[src/rtl/obi2axi_if.sv]
// Bus bundle for the OBI-to-AXI4-Lite bridge: the OBI slave side and the
// AXI4-Lite master side. The "master" modport is the bridge's view (it masters AXI).
// The "slave" modport is the environment's view: the OBI core plus the AXI peripheral.
interface obi2axi_if #(
    parameter int AddrWidth = 32,
    parameter int DataWidth = 32
);
    // OBI side
    logic                   data_req_i;
    logic                   data_gnt_o;
    logic [AddrWidth-1:0]   data_addr_i;
    logic                   data_we_i;
    logic [3:0]             data_be_i;
    logic [DataWidth-1:0]   data_wdata_i;
    logic                   data_rvalid_o;
    logic [DataWidth-1:0]   data_rdata_o;
    logic                   data_err_o;

    // AXI4-Lite write address / data / response
    logic [AddrWidth-1:0]   m00_axi_awaddr;
    logic [2:0]             m00_axi_awprot;
    logic                   m00_axi_awvalid;
    logic                   m00_axi_awready;
    logic [DataWidth-1:0]   m00_axi_wdata;
    logic [3:0]             m00_axi_wstrb;
    logic                   m00_axi_wvalid;
    logic                   m00_axi_wready;
    logic [1:0]             m00_axi_bresp;
    logic                   m00_axi_bvalid;
    logic                   m00_axi_bready;

    // AXI4-Lite read address / data
    logic [AddrWidth-1:0]   m00_axi_araddr;
    logic [2:0]             m00_axi_arprot;
    logic                   m00_axi_arvalid;
    logic                   m00_axi_arready;
    logic [DataWidth-1:0]   m00_axi_rdata;
    logic [1:0]             m00_axi_rresp;
    logic                   m00_axi_rvalid;
    logic                   m00_axi_rready;

    modport master (
        input  data_req_i, data_addr_i, data_we_i, data_be_i, data_wdata_i,
        output data_gnt_o, data_rvalid_o, data_rdata_o, data_err_o,
        output m00_axi_awaddr, m00_axi_awprot, m00_axi_awvalid,
        input  m00_axi_awready,
        output m00_axi_wdata, m00_axi_wstrb, m00_axi_wvalid,
        input  m00_axi_wready,
        input  m00_axi_bresp, m00_axi_bvalid,
        output m00_axi_bready,
        output m00_axi_araddr, m00_axi_arprot, m00_axi_arvalid,
        input  m00_axi_arready,
        input  m00_axi_rdata, m00_axi_rresp, m00_axi_rvalid,
        output m00_axi_rready
    );

    modport slave (
        output data_req_i, data_addr_i, data_we_i, data_be_i, data_wdata_i,
        input  data_gnt_o, data_rvalid_o, data_rdata_o, data_err_o,
        input  m00_axi_awaddr, m00_axi_awprot, m00_axi_awvalid,
        output m00_axi_awready,
        input  m00_axi_wdata, m00_axi_wstrb, m00_axi_wvalid,
        output m00_axi_wready,
        output m00_axi_bresp, m00_axi_bvalid,
        input  m00_axi_bready,
        input  m00_axi_araddr, m00_axi_arprot, m00_axi_arvalid,
        output m00_axi_arready,
        output m00_axi_rdata, m00_axi_rresp, m00_axi_rvalid,
        input  m00_axi_rready
    );
endinterface

[src/rtl/obi2axi.sv]
// OBI slave to AXI4-Lite master bridge. Each granted OBI request becomes exactly
// one AXI4-Lite read or write. Only one transaction is ever outstanding. The AXI
// response comes back to the core as a single-cycle OBI rvalid.
module obi2axi #(
    parameter int         AddrWidth = 32,
    parameter int         DataWidth = 32,   // bridge is word-only; must be 32
    parameter logic [2:0] AxProt    = 3'b000
) (
    input  logic        m00_axi_aclk,
    input  logic        m00_axi_aresetn,
    obi2axi_if.master   bus
);

    localparam logic [2:0] S_IDLE    = 3'd0;
    localparam logic [2:0] S_WRITE   = 3'd1;
    localparam logic [2:0] S_WAIT_B  = 3'd2;
    localparam logic [2:0] S_READ_AR = 3'd3;
    localparam logic [2:0] S_WAIT_R  = 3'd4;
    localparam logic [2:0] S_RESP    = 3'd5;

    logic [2:0]           r_state;
    logic [AddrWidth-1:0] r_addr;
    logic [DataWidth-1:0] r_wdata;
    logic [3:0]           r_wstrb;
    logic                 r_awvalid;
    logic                 r_wvalid;
    logic                 r_arvalid;
    logic                 r_aw_done;
    logic                 r_w_done;
    logic [DataWidth-1:0] r_rdata;
    logic                 r_err;

    logic                 w_grant;
    logic                 w_aw_hs;
    logic                 w_w_hs;
    logic                 w_aw_all;
    logic                 w_w_all;

    // The grant is gated by reset so that it drops immediately when reset is asserted.
    assign w_grant  = bus.data_req_i && (r_state == S_IDLE) && m00_axi_aresetn;
    assign w_aw_hs  = r_awvalid && bus.m00_axi_awready;
    assign w_w_hs   = r_wvalid  && bus.m00_axi_wready;
    // A channel counts as finished if it completed earlier or completes this cycle.
    assign w_aw_all = r_aw_done || w_aw_hs;
    assign w_w_all  = r_w_done  || w_w_hs;

    // OBI outputs
    assign bus.data_gnt_o    = w_grant;
    assign bus.data_rvalid_o = (r_state == S_RESP);
    assign bus.data_rdata_o  = r_rdata;
    assign bus.data_err_o    = r_err;

    // AXI outputs. The address, data and strobe registers change only on a grant,
    // so they stay stable while any valid is high.
    assign bus.m00_axi_awaddr  = r_addr;
    assign bus.m00_axi_awprot  = AxProt;
    assign bus.m00_axi_awvalid = r_awvalid;
    assign bus.m00_axi_wdata   = r_wdata;
    assign bus.m00_axi_wstrb   = r_wstrb;
    assign bus.m00_axi_wvalid  = r_wvalid;
    assign bus.m00_axi_bready  = (r_state == S_WAIT_B);
    assign bus.m00_axi_araddr  = r_addr;
    assign bus.m00_axi_arprot  = AxProt;
    assign bus.m00_axi_arvalid = r_arvalid;
    assign bus.m00_axi_rready  = (r_state == S_WAIT_R);

    // Transaction FSM: capture on grant, run the AXI channels, and return one OBI response.
    always_ff @(posedge m00_axi_aclk or negedge m00_axi_aresetn) begin
        if (!m00_axi_aresetn) begin
            r_state   <= S_IDLE;
            r_addr    <= '0;
            r_wdata   <= '0;
            r_wstrb   <= '0;
            r_awvalid <= 1'b0;
            r_wvalid  <= 1'b0;
            r_arvalid <= 1'b0;
            r_aw_done <= 1'b0;
            r_w_done  <= 1'b0;
            r_rdata   <= '0;
            r_err     <= 1'b0;
        end else begin
            case (r_state)
                S_IDLE: begin
                    if (w_grant) begin
                        r_addr  <= bus.data_addr_i;
                        r_wdata <= bus.data_wdata_i;
                        r_wstrb <= bus.data_be_i;
                        if (bus.data_we_i) begin
                            r_awvalid <= 1'b1;
                            r_wvalid  <= 1'b1;
                            r_state   <= S_WRITE;
                        end else begin
                            r_arvalid <= 1'b1;
                            r_state   <= S_READ_AR;
                        end
                    end
                end
                S_WRITE: begin
                    // AW and W retire independently and may complete in either order.
                    if (w_aw_hs) begin
                        r_awvalid <= 1'b0;
                        r_aw_done <= 1'b1;
                    end
                    if (w_w_hs) begin
                        r_wvalid <= 1'b0;
                        r_w_done <= 1'b1;
                    end
                    if (w_aw_all && w_w_all) begin
                        r_aw_done <= 1'b0;
                        r_w_done  <= 1'b0;
                        r_state   <= S_WAIT_B;
                    end
                end
                S_WAIT_B: begin
                    if (bus.m00_axi_bvalid) begin
                        r_err   <= (bus.m00_axi_bresp != 2'b00);
                        r_rdata <= '0;
                        r_state <= S_RESP;
                    end
                end
                S_READ_AR: begin
                    if (bus.m00_axi_arready) begin
                        r_arvalid <= 1'b0;
                        r_state   <= S_WAIT_R;
                    end
                end
                S_WAIT_R: begin
                    // Read data is forwarded even on an error response.
                    if (bus.m00_axi_rvalid) begin
                        r_rdata <= bus.m00_axi_rdata;
                        r_err   <= (bus.m00_axi_rresp != 2'b00);
                        r_state <= S_RESP;
                    end
                end
                S_RESP: begin
                    r_state <= S_IDLE;
                end
                default: begin
                    r_state <= S_IDLE;
                end
            endcase
        end
    end

endmodule

[src/flat_wrapper.sv]
// flat-port wrapper written by rule: the top's interface ports become plain ports
module obi2axi_flat 
#(
    parameter int         AddrWidth = 32,
    parameter int         DataWidth = 32,                                     
    parameter logic [2:0] AxProt    = 3'b000
)
  (m00_axi_aclk, m00_axi_aresetn, bus_data_req_i, bus_data_addr_i, bus_data_we_i, bus_data_be_i, bus_data_wdata_i, bus_data_gnt_o, bus_data_rvalid_o, bus_data_rdata_o, bus_data_err_o, bus_m00_axi_awaddr, bus_m00_axi_awprot, bus_m00_axi_awvalid, bus_m00_axi_awready, bus_m00_axi_wdata, bus_m00_axi_wstrb, bus_m00_axi_wvalid, bus_m00_axi_wready, bus_m00_axi_bresp, bus_m00_axi_bvalid, bus_m00_axi_bready, bus_m00_axi_araddr, bus_m00_axi_arprot, bus_m00_axi_arvalid, bus_m00_axi_arready, bus_m00_axi_rdata, bus_m00_axi_rresp, bus_m00_axi_rvalid, bus_m00_axi_rready);
  obi2axi_if #(.AddrWidth(AddrWidth), .DataWidth(DataWidth)) bus_i ();
  input  logic m00_axi_aclk;
  input  logic m00_axi_aresetn;
  input wire logic [$bits(bus_i.data_req_i)-1:0] bus_data_req_i;
  input wire logic [$bits(bus_i.data_addr_i)-1:0] bus_data_addr_i;
  input wire logic [$bits(bus_i.data_we_i)-1:0] bus_data_we_i;
  input wire logic [$bits(bus_i.data_be_i)-1:0] bus_data_be_i;
  input wire logic [$bits(bus_i.data_wdata_i)-1:0] bus_data_wdata_i;
  output wire logic [$bits(bus_i.data_gnt_o)-1:0] bus_data_gnt_o;
  output wire logic [$bits(bus_i.data_rvalid_o)-1:0] bus_data_rvalid_o;
  output wire logic [$bits(bus_i.data_rdata_o)-1:0] bus_data_rdata_o;
  output wire logic [$bits(bus_i.data_err_o)-1:0] bus_data_err_o;
  output wire logic [$bits(bus_i.m00_axi_awaddr)-1:0] bus_m00_axi_awaddr;
  output wire logic [$bits(bus_i.m00_axi_awprot)-1:0] bus_m00_axi_awprot;
  output wire logic [$bits(bus_i.m00_axi_awvalid)-1:0] bus_m00_axi_awvalid;
  input wire logic [$bits(bus_i.m00_axi_awready)-1:0] bus_m00_axi_awready;
  output wire logic [$bits(bus_i.m00_axi_wdata)-1:0] bus_m00_axi_wdata;
  output wire logic [$bits(bus_i.m00_axi_wstrb)-1:0] bus_m00_axi_wstrb;
  output wire logic [$bits(bus_i.m00_axi_wvalid)-1:0] bus_m00_axi_wvalid;
  input wire logic [$bits(bus_i.m00_axi_wready)-1:0] bus_m00_axi_wready;
  input wire logic [$bits(bus_i.m00_axi_bresp)-1:0] bus_m00_axi_bresp;
  input wire logic [$bits(bus_i.m00_axi_bvalid)-1:0] bus_m00_axi_bvalid;
  output wire logic [$bits(bus_i.m00_axi_bready)-1:0] bus_m00_axi_bready;
  output wire logic [$bits(bus_i.m00_axi_araddr)-1:0] bus_m00_axi_araddr;
  output wire logic [$bits(bus_i.m00_axi_arprot)-1:0] bus_m00_axi_arprot;
  output wire logic [$bits(bus_i.m00_axi_arvalid)-1:0] bus_m00_axi_arvalid;
  input wire logic [$bits(bus_i.m00_axi_arready)-1:0] bus_m00_axi_arready;
  input wire logic [$bits(bus_i.m00_axi_rdata)-1:0] bus_m00_axi_rdata;
  input wire logic [$bits(bus_i.m00_axi_rresp)-1:0] bus_m00_axi_rresp;
  input wire logic [$bits(bus_i.m00_axi_rvalid)-1:0] bus_m00_axi_rvalid;
  output wire logic [$bits(bus_i.m00_axi_rready)-1:0] bus_m00_axi_rready;
  assign bus_i.data_req_i = bus_data_req_i;
  assign bus_i.data_addr_i = bus_data_addr_i;
  assign bus_i.data_we_i = bus_data_we_i;
  assign bus_i.data_be_i = bus_data_be_i;
  assign bus_i.data_wdata_i = bus_data_wdata_i;
  assign bus_data_gnt_o = bus_i.data_gnt_o;
  assign bus_data_rvalid_o = bus_i.data_rvalid_o;
  assign bus_data_rdata_o = bus_i.data_rdata_o;
  assign bus_data_err_o = bus_i.data_err_o;
  assign bus_m00_axi_awaddr = bus_i.m00_axi_awaddr;
  assign bus_m00_axi_awprot = bus_i.m00_axi_awprot;
  assign bus_m00_axi_awvalid = bus_i.m00_axi_awvalid;
  assign bus_i.m00_axi_awready = bus_m00_axi_awready;
  assign bus_m00_axi_wdata = bus_i.m00_axi_wdata;
  assign bus_m00_axi_wstrb = bus_i.m00_axi_wstrb;
  assign bus_m00_axi_wvalid = bus_i.m00_axi_wvalid;
  assign bus_i.m00_axi_wready = bus_m00_axi_wready;
  assign bus_i.m00_axi_bresp = bus_m00_axi_bresp;
  assign bus_i.m00_axi_bvalid = bus_m00_axi_bvalid;
  assign bus_m00_axi_bready = bus_i.m00_axi_bready;
  assign bus_m00_axi_araddr = bus_i.m00_axi_araddr;
  assign bus_m00_axi_arprot = bus_i.m00_axi_arprot;
  assign bus_m00_axi_arvalid = bus_i.m00_axi_arvalid;
  assign bus_i.m00_axi_arready = bus_m00_axi_arready;
  assign bus_i.m00_axi_rdata = bus_m00_axi_rdata;
  assign bus_i.m00_axi_rresp = bus_m00_axi_rresp;
  assign bus_i.m00_axi_rvalid = bus_m00_axi_rvalid;
  assign bus_m00_axi_rready = bus_i.m00_axi_rready;
  obi2axi #(.AddrWidth(AddrWidth), .DataWidth(DataWidth), .AxProt(AxProt)) u_core (.m00_axi_aclk(m00_axi_aclk), .m00_axi_aresetn(m00_axi_aresetn), .bus(bus_i));
endmodule
[config.mk]
export PLATFORM = sky130hd
export DESIGN_NAME = obi2axi_flat
export DESIGN_NICKNAME = d
export VERILOG_FILES = /design/src/rtl/obi2axi_if.sv /design/src/rtl/obi2axi.sv /design/src/flat_wrapper.sv
export SDC_FILE = /design/constraint.sdc
export NUM_CORES = 1
export LEC_CHECK = 0
export ABC_AREA = 1
export ABC_CLOCK_PERIOD_IN_PS = 2000
export BUFFER_PORTS_ARGS = -buffer_cell sky130_fd_sc_hd__buf_2
export CORE_UTILIZATION = 46
export CTS_BUF_LIST = sky130_fd_sc_hd__clkbuf_2
export CTS_CLUSTER_SIZE = 16
export DETAILED_ROUTE_END_ITERATION = 12
export GPL_ROUTABILITY_DRIVEN = 0
export PLACE_DENSITY_LB_ADDON = 0.05
export SETUP_SLACK_MARGIN = 0.1
export SLEW_MARGIN = 20
export SYNTH_ARGS = -nofsm -noshare
export SYNTH_HDL_FRONTEND = slang
export SYNTH_SLANG_ARGS = --single-unit
[constraint.sdc]
create_clock -name m00_axi_aclk -period 2 [get_ports m00_axi_aclk]
set_input_delay 0 -clock m00_axi_aclk [delete_from_list [all_inputs] [get_ports m00_axi_aclk]]
set_output_delay 0 -clock m00_axi_aclk [all_outputs]
set_load 0.02 [all_outputs]
Yosys cells after proc, flatten, opt, wreduce, memory -nomap -nowiden
Index checks and enable logic that the tools add are counted.
W data, S select, Z words.
{ "totals": {"ff_bits": 109, "in_bits": 113, "out_inout_bits": 146} }
{ "op_classes": {"n_eq_ne": 14, "n_mux": 27, "reduce_logical": 23} }
{ "op_table": {"columns": ["operator", "n"], "rows": [
  ["$mux W32", 2],
  ["$pmux W32 S2", 1],
  ["$mux W3", 5],
  ["$pmux W3 S5", 1],
  ["$reduce_bool A2 Y1", 7],
  ["$mux W1", 13],
  ["$ne A2 B2 Y1 const B", 6],
  ["$reduce_and A4 Y1", 3],
  ["$pmux W1 S2", 4],
  ["$eq A3 B2 Y1 const B", 2],
  ["$eq A3 B3 Y1 const B", 2],
  ["$ne A2 B1 Y1 const B", 3],
  ["$reduce_and A2 Y1", 3],
  ["$logic_and A1 B1 Y1", 5],
  ["$reduce_and A5 Y1", 1],
  ["$eq A3 B1 Y1 const B", 1],
  ["$logic_not A3 Y1", 1],
  ["$reduce_and A3 Y1", 1],
  ["$logic_or A1 B1 Y1", 2],
  ["$mux W2", 1]
]} }

Logic depth before layout (Yosys ltp)
Gate-level depths: netlist (run 1).
{ "depth": {"word_depth": 5, "mapped_depth": 8, "ltp_nobuf": 7} }

Least setup slack after synthesis (run 1)
OpenSTA, ideal clock, no wires.
{ "synth_timing": {"path_kind": "reg-to-reg", "start": "register u_core.r_state[2]", "end": "register u_core.r_addr[11] (netlist: u_core.bus.m00_axi_araddr[11])", "slack_ns": 0.538, "setup_time_ns": 0.067, "path_stages_with_launch": 7, "t_arrival_ns": 1.395, "t_required_ns": 1.933, "cell_sequence": "dfrtp_1 > inv_2 > nand2_1 > nor3_4 > clkbuf_1 > nand2_1 > nand2_1"} }
{ "synth_via": {"elab_chain_cells": 4} }
{ "synth_rtl": {"columns": ["element", "line_no", "source"], "rows": [
  ["start: declaration", "obi2axi.sv:21", "logic [2:0] r_state;"],
  ["start signal: assignment", "obi2axi.sv:70", "r_state <= S_IDLE;"],
  ["start signal: assignment", "obi2axi.sv:91", "r_state <= S_WRITE;"],
  ["start signal: assignment", "obi2axi.sv:94", "r_state <= S_READ_AR;"],
  ["$logic_not A3 Y1", "obi2axi.sv:40", "assign w_grant = bus.data_req_i && (r_state == S_IDLE) && m00_axi_aresetn;"],
  ["$logic_and A1 B1 Y1 (2 in a row)", "obi2axi.sv:40", null],
  ["net bus_data_gnt_o", "flat_wrapper.sv:17", "output wire logic [$bits(bus_i.data_gnt_o)-1:0] bus_data_gnt_o;"],
  ["$reduce_and A2 Y1 (no line)", null, null],
  ["end signal: assignment", "obi2axi.sv:85", "r_addr <= bus.data_addr_i;"],
  ["end: declaration", "obi2axi.sv:22", "logic [AddrWidth-1:0] r_addr;"]
]} }
The timed path passes the listed nets, and every way through them passes these cells.
A chain may end at the register's enable or synchronous reset.

Final worst setup path (run 1)
{ "layout_timing": {"start": "register u_core.r_state[1]", "end": "register u_core.r_wdata[29] (netlist: u_core.bus.m00_axi_wdata[29])"} }
{ "layout_via": {"elab_chain_cells": 4} }
{ "layout_rtl": {"columns": ["element", "line_no", "source"], "rows": [
  ["$logic_not A3 Y1 *", "obi2axi.sv:40, obi2axi.sv:82", null],
  ["$logic_and A1 B1 Y1 (2 in a row)", "obi2axi.sv:40", null],
  ["$reduce_and A2 Y1 (no line) *", null, null],
  ["end signal: assignment", "obi2axi.sv:86", "r_wdata <= bus.data_wdata_i;"],
  ["end: declaration", "obi2axi.sv:23", "logic [DataWidth-1:0] r_wdata;"]
]} }
Mark *: on every way between the ends. The rest lies on a longest branch, timed or not.

==> results of run 1 <==
-- power by group through the flow --
stage / sequential (mW) / clock (mW) / combinational [mW]
after global routing: 4.04 / 0.985 / 5.74
after detailed placement: 3.89 / 0 / 4.85
after floorplan: 5.14 / 0 / 2.11
after CTS: 3.85 / 0.912 / 5.19
after global placement: 3.88 / 0 / 4.76
final: 3.89 / 0.873 / 5.27
-- synthesized netlist by cell type --
cell | number | area (um2)
nor3_4 | 1 | 16.3
nor2_1 | 9 | 33.8
nand2_1 | 323 | 1210
clkbuf_1 | 10 | 37.5
buf_4 | 38 | 285
nor3_1 | 1 | 5.00
nand3_1 | 10 | 50.1
dfrtp_1 | 109 | 2730
inv_2 | 3 | 11.3
a21boi_0 | 2 | 15.0
nand3b_1 | 1 | 7.51
inv_1 | 15 | 56.3
buf_2 | 10 | 50.1
conb_1 | 1 | 3.75
o21ai_0 | 12 | 60.1
-- registers in the layout, indices dropped and copies added (netlist names), 3 cells and up --
signal,count
u_core.bus.data_rdata_o,32
u_core.bus.m00_axi_araddr,32
u_core.bus.m00_axi_wdata,32
u_core.bus.m00_axi_wstrb,4
u_core.r_state,3
-- per-stage QoR --
stage	setup WS, ps	area (um2)	hold slack (ps)
finish	146	7270	27.1
global route	76.9	7270	44.8
CTS	124	7180	36.1
detailed placement	382	5710	108
global placement	467	5710	100
floorplan	538	4590	-296
-- worst register-to-register path, stage by stage, from the launching register on --
cell and delay (ps):
dfrtp_2 510, inv_2 70, nand2_1 110, nor3_4 170
buf_12 150, clkbuf_16 150, nand2_1 60, dlygate4sd3_1 560
nand2_1 70
-- logic make-up (layout without fill, tap and decap cells) --
family	after synthesis	count (layout)	share of synthesized area, %
AO/OA/AOI/OAI	14	14	1.64
AND/OR/NAND/NOR	345	345	29.0
flip-flops	109	109	59.7
buffers and inverters	76	430	9.63
other	1	6	0.0820
-- repair_timing --
action | 4_1_cts | 5_1_grt
pin swaps | 1 | 2
cloned | 2 | 2
endpoints found under the setup margin | 1 | 5
endpoints found under the hold margin | 147 | 0
hold buffers | 130 | 0
buffers inserted | 3 | 1
gates resized for setup | 1 | 8
-- how the worst min path moves through the flow --
stage,start,to,slack [ps],cells after the start
after floorplan,m00_axi_aresetn,u_core.bus.data_err_o,-300,0
after global placement,m00_axi_aresetn,u_core.bus.m00_axi_wdata[31],100,2
after detailed placement,m00_axi_aresetn,u_core.bus.m00_axi_wdata[31],110,2
after CTS,m00_axi_aresetn,u_core.r_aw_done,40,3
after global routing,m00_axi_aresetn,u_core.bus.m00_axi_wstrb[3],40,3
final,m00_axi_aresetn,u_core.bus.m00_axi_wstrb[3],30,3
-- area by class of cell --
type / count / area, um2
clock buffer: 9 / 45.0
clock inverter: 7 / 41.3
fill: 705 / 2410
inverter: 18 / 67.6
multi-input combinational: 365 / 1440
sequential: 109 / 2730
tap: 133 / 166
timing repair buffer: 396 / 2790
-- metal layers --
| layer | vias to the layer above | global-route usage [%] | part of all wire [%] |
|---|---|---|---|
| li1 | 2310 | - | - |
| met1 | 2240 | 30.5 | 39 |
| met2 | 192 | 48.4 | 52 |
| met3 | 30 | 5.87 | 6.1 |
| met4 | 0 | 13.3 | 3.0 |
| met5 | - | 0 | 0 |
==> summary.md, run 1 <==
| Metric | Value |
|---|---|
| Result of the run | complete, no violations |
| Core region area | 9680 um2 |
| Syn avg cell area | 8.39 um2 |
| Commonest cells after routing, fill and taps aside | 322 x nand2_1, 250 x buf_2, 130 x dlygate4sd3_1 |
| Data arrival time of the critical path | 2400 ps |
| TritonCTS clock tree | built |
| Antenna diode count | 0 |
| H-tree level count | 3 |
| Critical path buffer and inverter count | 4 |
| Actual transition at the worst max-transition pin | 885 ps |
| Number of port buffers | 252 |
| Critical register-to-register path endpoint | u_core.bus.m00_axi_wdata[29] |
| Destination of the critical timing path | u_core.bus.m00_axi_wdata[29] |
| Pint | 5.24 mW |
| Most numerous cell on the critical path | nand2_1 |
| Core Util, Final | 75.1% |
| Timing-limited maximum frequency | 0.539 GHz |
| Initial DRC count | 191 |
| Antenna violations before repair | 0 |
| Relative slew slack | 41.0% |
| PnR Total Power | 10.0 mW |
| Count of boundary I/O pins | 259 |
| RSZ-0062 raised after global routing | yes |
| Final period util | 92.7% |
| Net switching power figure | 4.80 mW |
| Die X | 102 um |
| Number of nets in the layout | 1012 |
| Clock latency on the worst-skew pair | 580 ps |
| Count of final setup violators | 0 |
| Detailed-route DRC error count | 0 |
| Number of buffers added by the clock tree synthesis step | 9 |
| Layout area overhead | 59.1% |
| Maximum root-to-sink buffer count | 2 |
| Effective utilization at floorplan | 47.2% |
| Max rail drop VDD | 806 uV |
| List of cells traversed by the critical path | inv_2 -> nand2_1 -> nor3_4 -> buf_12 -> clkbuf_16 -> nand2_1 -> dlygate4sd3_1 -> nand2_1 |
| Clock Sink Count | 109 |
| Nature of the critical path startpoint | flip-flop |
| R2r setup slk | 150 ps |
| Drt via density | 4.60 |
| Total iterations of the first detailed-routing run | 4 |
| Total wire length after detailed routing | 14200 um |
| Cell total after placement | 883 |
| CP Capture Type | flip-flop |
| Final worst clock skew | 20.1 ps |
| CTS root buffer | clkbuf_2 |
| Part of the power in the clock network | 8.7% |
| Share of total power in combinational logic | 52.5% |
| Count of final max-slew check failures | 0 |
| Number of standard cells in the layout, taps in and fillers out | 1037 |
| Peak fanout along the critical path | 9 |
| Critical register-to-register path startpoint | u_core.r_state[1] |
| Post-synthesis cell area | 4570 um2 |
| Detail Route Antenna Nets | 0 |
| Post-route setup TNS | 0 ps |
| Sw Share | 47.8% |
| Worst Path Class, Setup | flip-flop to flip-flop |
| Critical-path cell with the highest stage delay | dlygate4sd3_1 |
| Remaining Overflow, GRT | 0 |
| Beginning of the critical path | u_core.r_state[1] |
| Worst path required time | 2550 ps |
| Most common cell after layout, fill and taps aside | nand2_1 |
| Standard-cell rows | 36 |
| Clock Pin Slew Worst Setup and Hold Paths | 280 ps |
| Hold Path Class | input pin to asynchronous set/reset pin |
| Sequential-to-total area share from yosys stat | 59.7% |
| First-pass GRT wire length | 21300 um |
| Area enclosed by the die boundary | 10300 um2 |
| Via count of the first global-routing pass | 4452 |
| Areal power density over the cells | 1380 nW/um2 |
| Number of warnings issued by yosys | 0 |
| Pin count of the biggest net entering global routing | 72 |
| Slowest Stage Delay on Critical Path | 550 ps |
| Hold violation count in the final report | 0 |
| HPWL Detailed | 8350 um |
| Max-cap violations | 0 |
| Count of unique library cells instantiated by Yosys | 15 |
| Average wire per cell in the routed design | 13.7 um |
| All-layer global routing usage | 27.0% |
| Count of mapped cells out of synthesis | 545 |
| Flops & latches, synth | 109 |
| Reg power frac | 38.8% |
| Minimum clock period after layout | 1850 ps |
| Die height | 102 um |
| Path length in cells of the critical path | 8 |
| Share of post-route cells with drive strength above 1 | 32.4% |
| Cell family with the largest share of critical-path delay | buffers and inverters |
| Number of cells traversed by the worst register-to-register path | 8 |
| Leak pwr | 4.26 nW |
| Vias after detailed routing | 4772 |
(Power assumes the default switching activity.)
==> run 2: changes to the inputs <==
- CORE_UTILIZATION: 46 -> 45
==> run 2 against run 1 <==
- first-iteration DRC count shrank 27%
- clock power grew 12%
- setup slack gained 14 ps
- final cell count shrank 0.68%
- clock skew grew 12 ps
- total power grew 0.21%
- utilization shrank 2.2 points
- flip-flop and latch count is the same
- sequential power is essentially flat
- highest routed layer unchanged
==> summary.md, run 2 (synthesized netlist as in run 1, its figures left out) <==
| Metric | Value |
|---|---|
| Result of the run | complete, no violations |
| Hold violation count in the final report | 0 (unchanged) |
| Antenna diode count | 0 (unchanged) |
| Leak pwr | 4.22 nW (-1.0%) |
| Number of cells traversed by the worst register-to-register path | 7 (-1) |
| Share of post-route cells with drive strength above 1 | 32.3% (-0.082 points) |
| Timing-limited maximum frequency | 0.543 GHz (+0.73%) |
| Antenna violations before repair | 0 (unchanged) |
| Relative slew slack | 60.3% (+19 points) |
| Critical-path cell with the highest stage delay | dlygate4sd3_1 |
| Hold Path Class | input pin to asynchronous set/reset pin |
| Detail Route Antenna Nets | 0 (unchanged) |
| Via count of the first global-routing pass | 4361 (-2.0%) |
| Total wire length after detailed routing | 13800 um (-2.8%) |
| Clock latency on the worst-skew pair | 570 ps (about the same) |
| Minimum clock period after layout | 1840 ps (-13.5 ps) |
| Layout area overhead | 56.6% |
| Final period util | 92.0% (-0.68 points) |
| Die height | 103 um (+1.1%) |
| Actual transition at the worst max-transition pin | 596 ps (-289 ps) |
| Number of port buffers | 252 (unchanged) |
| Drt via density | 4.56 (-0.94%) |
| Core region area | 9820 um2 (+1.4%) |
| Max rail drop VDD | 696 uV (-14%) |
| Standard-cell rows | 36 (unchanged) |
| Critical register-to-register path endpoint | u_core.bus.m00_axi_araddr[21] |
| Area enclosed by the die boundary | 10600 um2 (+2.2%) |
| Final worst clock skew | 32.3 ps (+12.2 ps) |
| Number of buffers added by the clock tree synthesis step | 9 (unchanged) |
| CP Capture Type | flip-flop |
| First-pass GRT wire length | 20200 um (-5.0%) |
| Maximum root-to-sink buffer count | 2 (unchanged) |
| All-layer global routing usage | 24.9% (-2.1 points) |
| Count of final max-slew check failures | 0 (unchanged) |
| Destination of the critical timing path | u_core.bus.m00_axi_araddr[21] |
| Count of final setup violators | 0 (unchanged) |
| Average wire per cell in the routed design | 13.4 um (-2.1%) |
| Max-cap violations | 0 (unchanged) |
| Total iterations of the first detailed-routing run | 4 (unchanged) |
| Initial DRC count | 140 (-27%) |
| Data arrival time of the critical path | 2360 ps (-40 ps) |
| Final worst slack | 160 ps (+13.5 ps) |
| Pin count of the biggest net entering global routing | 110 (+53%) |
| Nature of the critical path startpoint | flip-flop |
| Worst Path Class, Setup | flip-flop to flip-flop |
| Commonest cells after routing, fill and taps aside | 321 x nand2_1, 250 x buf_2, 126 x dlygate4sd3_1 |
| Worst path required time | 2520 ps (-30 ps) |
| Clock Sink Count | 109 (unchanged) |
| Clock Pin Slew Worst Setup and Hold Paths | 260 ps (-20 ps) |
| Detailed-route DRC error count | 0 (unchanged) |
| R2r setup slk | 160 ps (about the same) |
| H-tree level count | 3 (unchanged) |
| Peak fanout along the critical path | 7 (-2) |
| CTS root buffer | clkbuf_2 |
| Areal power density over the cells | 1410 nW/um2 (+1.8%) |
| Most numerous cell on the critical path | nand2_1 |
| Number of nets in the layout | 1006 (-0.59%) |
| Worst hold-check slack | 32.3 ps (+5.20 ps) |
| Slowest Stage Delay on Critical Path | 570 ps (+20 ps) |
| RSZ-0062 raised after global routing | yes |
| Beginning of the critical path | u_core.r_state[1] |
| Count of boundary I/O pins | 259 (unchanged) |
| Vias after detailed routing | 4695 (-1.6%) |
| Remaining Overflow, GRT | 0 (unchanged) |
| Post-route setup TNS | 0 ps (unchanged) |
| Post-placement setup slack | 446 ps (+64.0 ps) |
| HPWL Detailed | 8350 um (about the same) |
| Die X | 103 um (+1.1%) |
| Most common cell after layout, fill and taps aside | nand2_1 |
| TritonCTS clock tree | built |
| Critical register-to-register path startpoint | u_core.r_state[1] |
| List of cells traversed by the critical path | inv_2 -> nand2_2 -> nor3_4 -> buf_4 -> nand2_1 -> dlygate4sd3_1 -> nand2_1 |
| Effective utilization at floorplan | 46.6% (-0.65 points) |
-- run 2: cell types whose count changed in the layout (fill, tap and decap cells not counted), moves of 2 or more --
cell           delta
bufbuf_16         -2
clkinv_2          -3
buf_4             +2
clkbuf_16         -2
dlygate4sd3_1     -4
nor2_2            -2
-- run 2: worst min-delay path by stage --
stage,endpoint,depth (start not counted),startpoint,slack (ps)
final,u_core.bus.m00_axi_arvalid,3,m00_axi_aresetn,30
after detailed placement,u_core.bus.m00_axi_arvalid,2,m00_axi_aresetn,150
after global routing,u_core.bus.m00_axi_awvalid,3,m00_axi_aresetn,40
after CTS,u_core.bus.m00_axi_arvalid,3,m00_axi_aresetn,20
after floorplan,u_core.bus.data_err_o,0,m00_axi_aresetn,-300
after global placement,u_core.bus.data_rdata_o[17],2,m00_axi_aresetn,140
-- run 2: critical path: cells and delay by family, from the launching register on --
family / cells / cell delay (ps)
buffers and inverters: 3 / 880
DFF: 1 / 530
and+or+nand+nor: 4 / 410
-- run 2: cell type report --
type | instances | area (um2)
flip-flops and latches | 109 | 2730
fillers | 755 | 2660
repair buffers | 390 | 2650
multi-input cells | 365 | 1450
well taps | 133 | 166
inverters | 18 | 67.6
clock inverters | 5 | 51.3
clock buffers | 10 | 50.0
-- run 2: where the power goes --
| group | switching [mW] | total [mW] | internal (mW) |
|---|---|---|---|
| Combinational | 3.39 | 5.16 | 1.77 |
| Clock | 0.698 | 0.980 | 0.282 |
| Sequential | 0.680 | 3.92 | 3.24 |
-- run 2: metal layers --
| metal | share of wire, % | track usage, % |
|---|---|---|
| met1 | 40 | 28.8 |
| met2 | 51 | 44.4 |
| met3 | 6.6 | 5.15 |
| met4 | 2.6 | 11.7 |
| met5 | 0 | 0 |
-- run 2: metrics by stage --
| stage | power [mW] | area [um2] | util [%] | std cells |
|---|---|---|---|---|
| 2_1_floorplan | 7.25 | 4590 | - | 550 |
| 3_3_place_gp | 8.65 | 5730 | 58.3 | 884 |
| 3_5_place_dp | 8.75 | 5730 | 58.3 | 884 |
| 4_1_cts | 9.95 | 7100 | 72.3 | 1026 |
| 5_1_grt | 10.8 | 7160 | 72.9 | 1030 |
| 6_report | 10.1 | 7160 | 72.9 | 1030 |
-- run 2: timing repair --
action,4_1_cts,5_1_grt
endpoints found under the hold margin,218,0
setup buffers,1,3
cloned,0,1
endpoints found under the setup margin,1,17
gates resized for setup,1,12
hold buffers,126,0
pin swaps,1,1
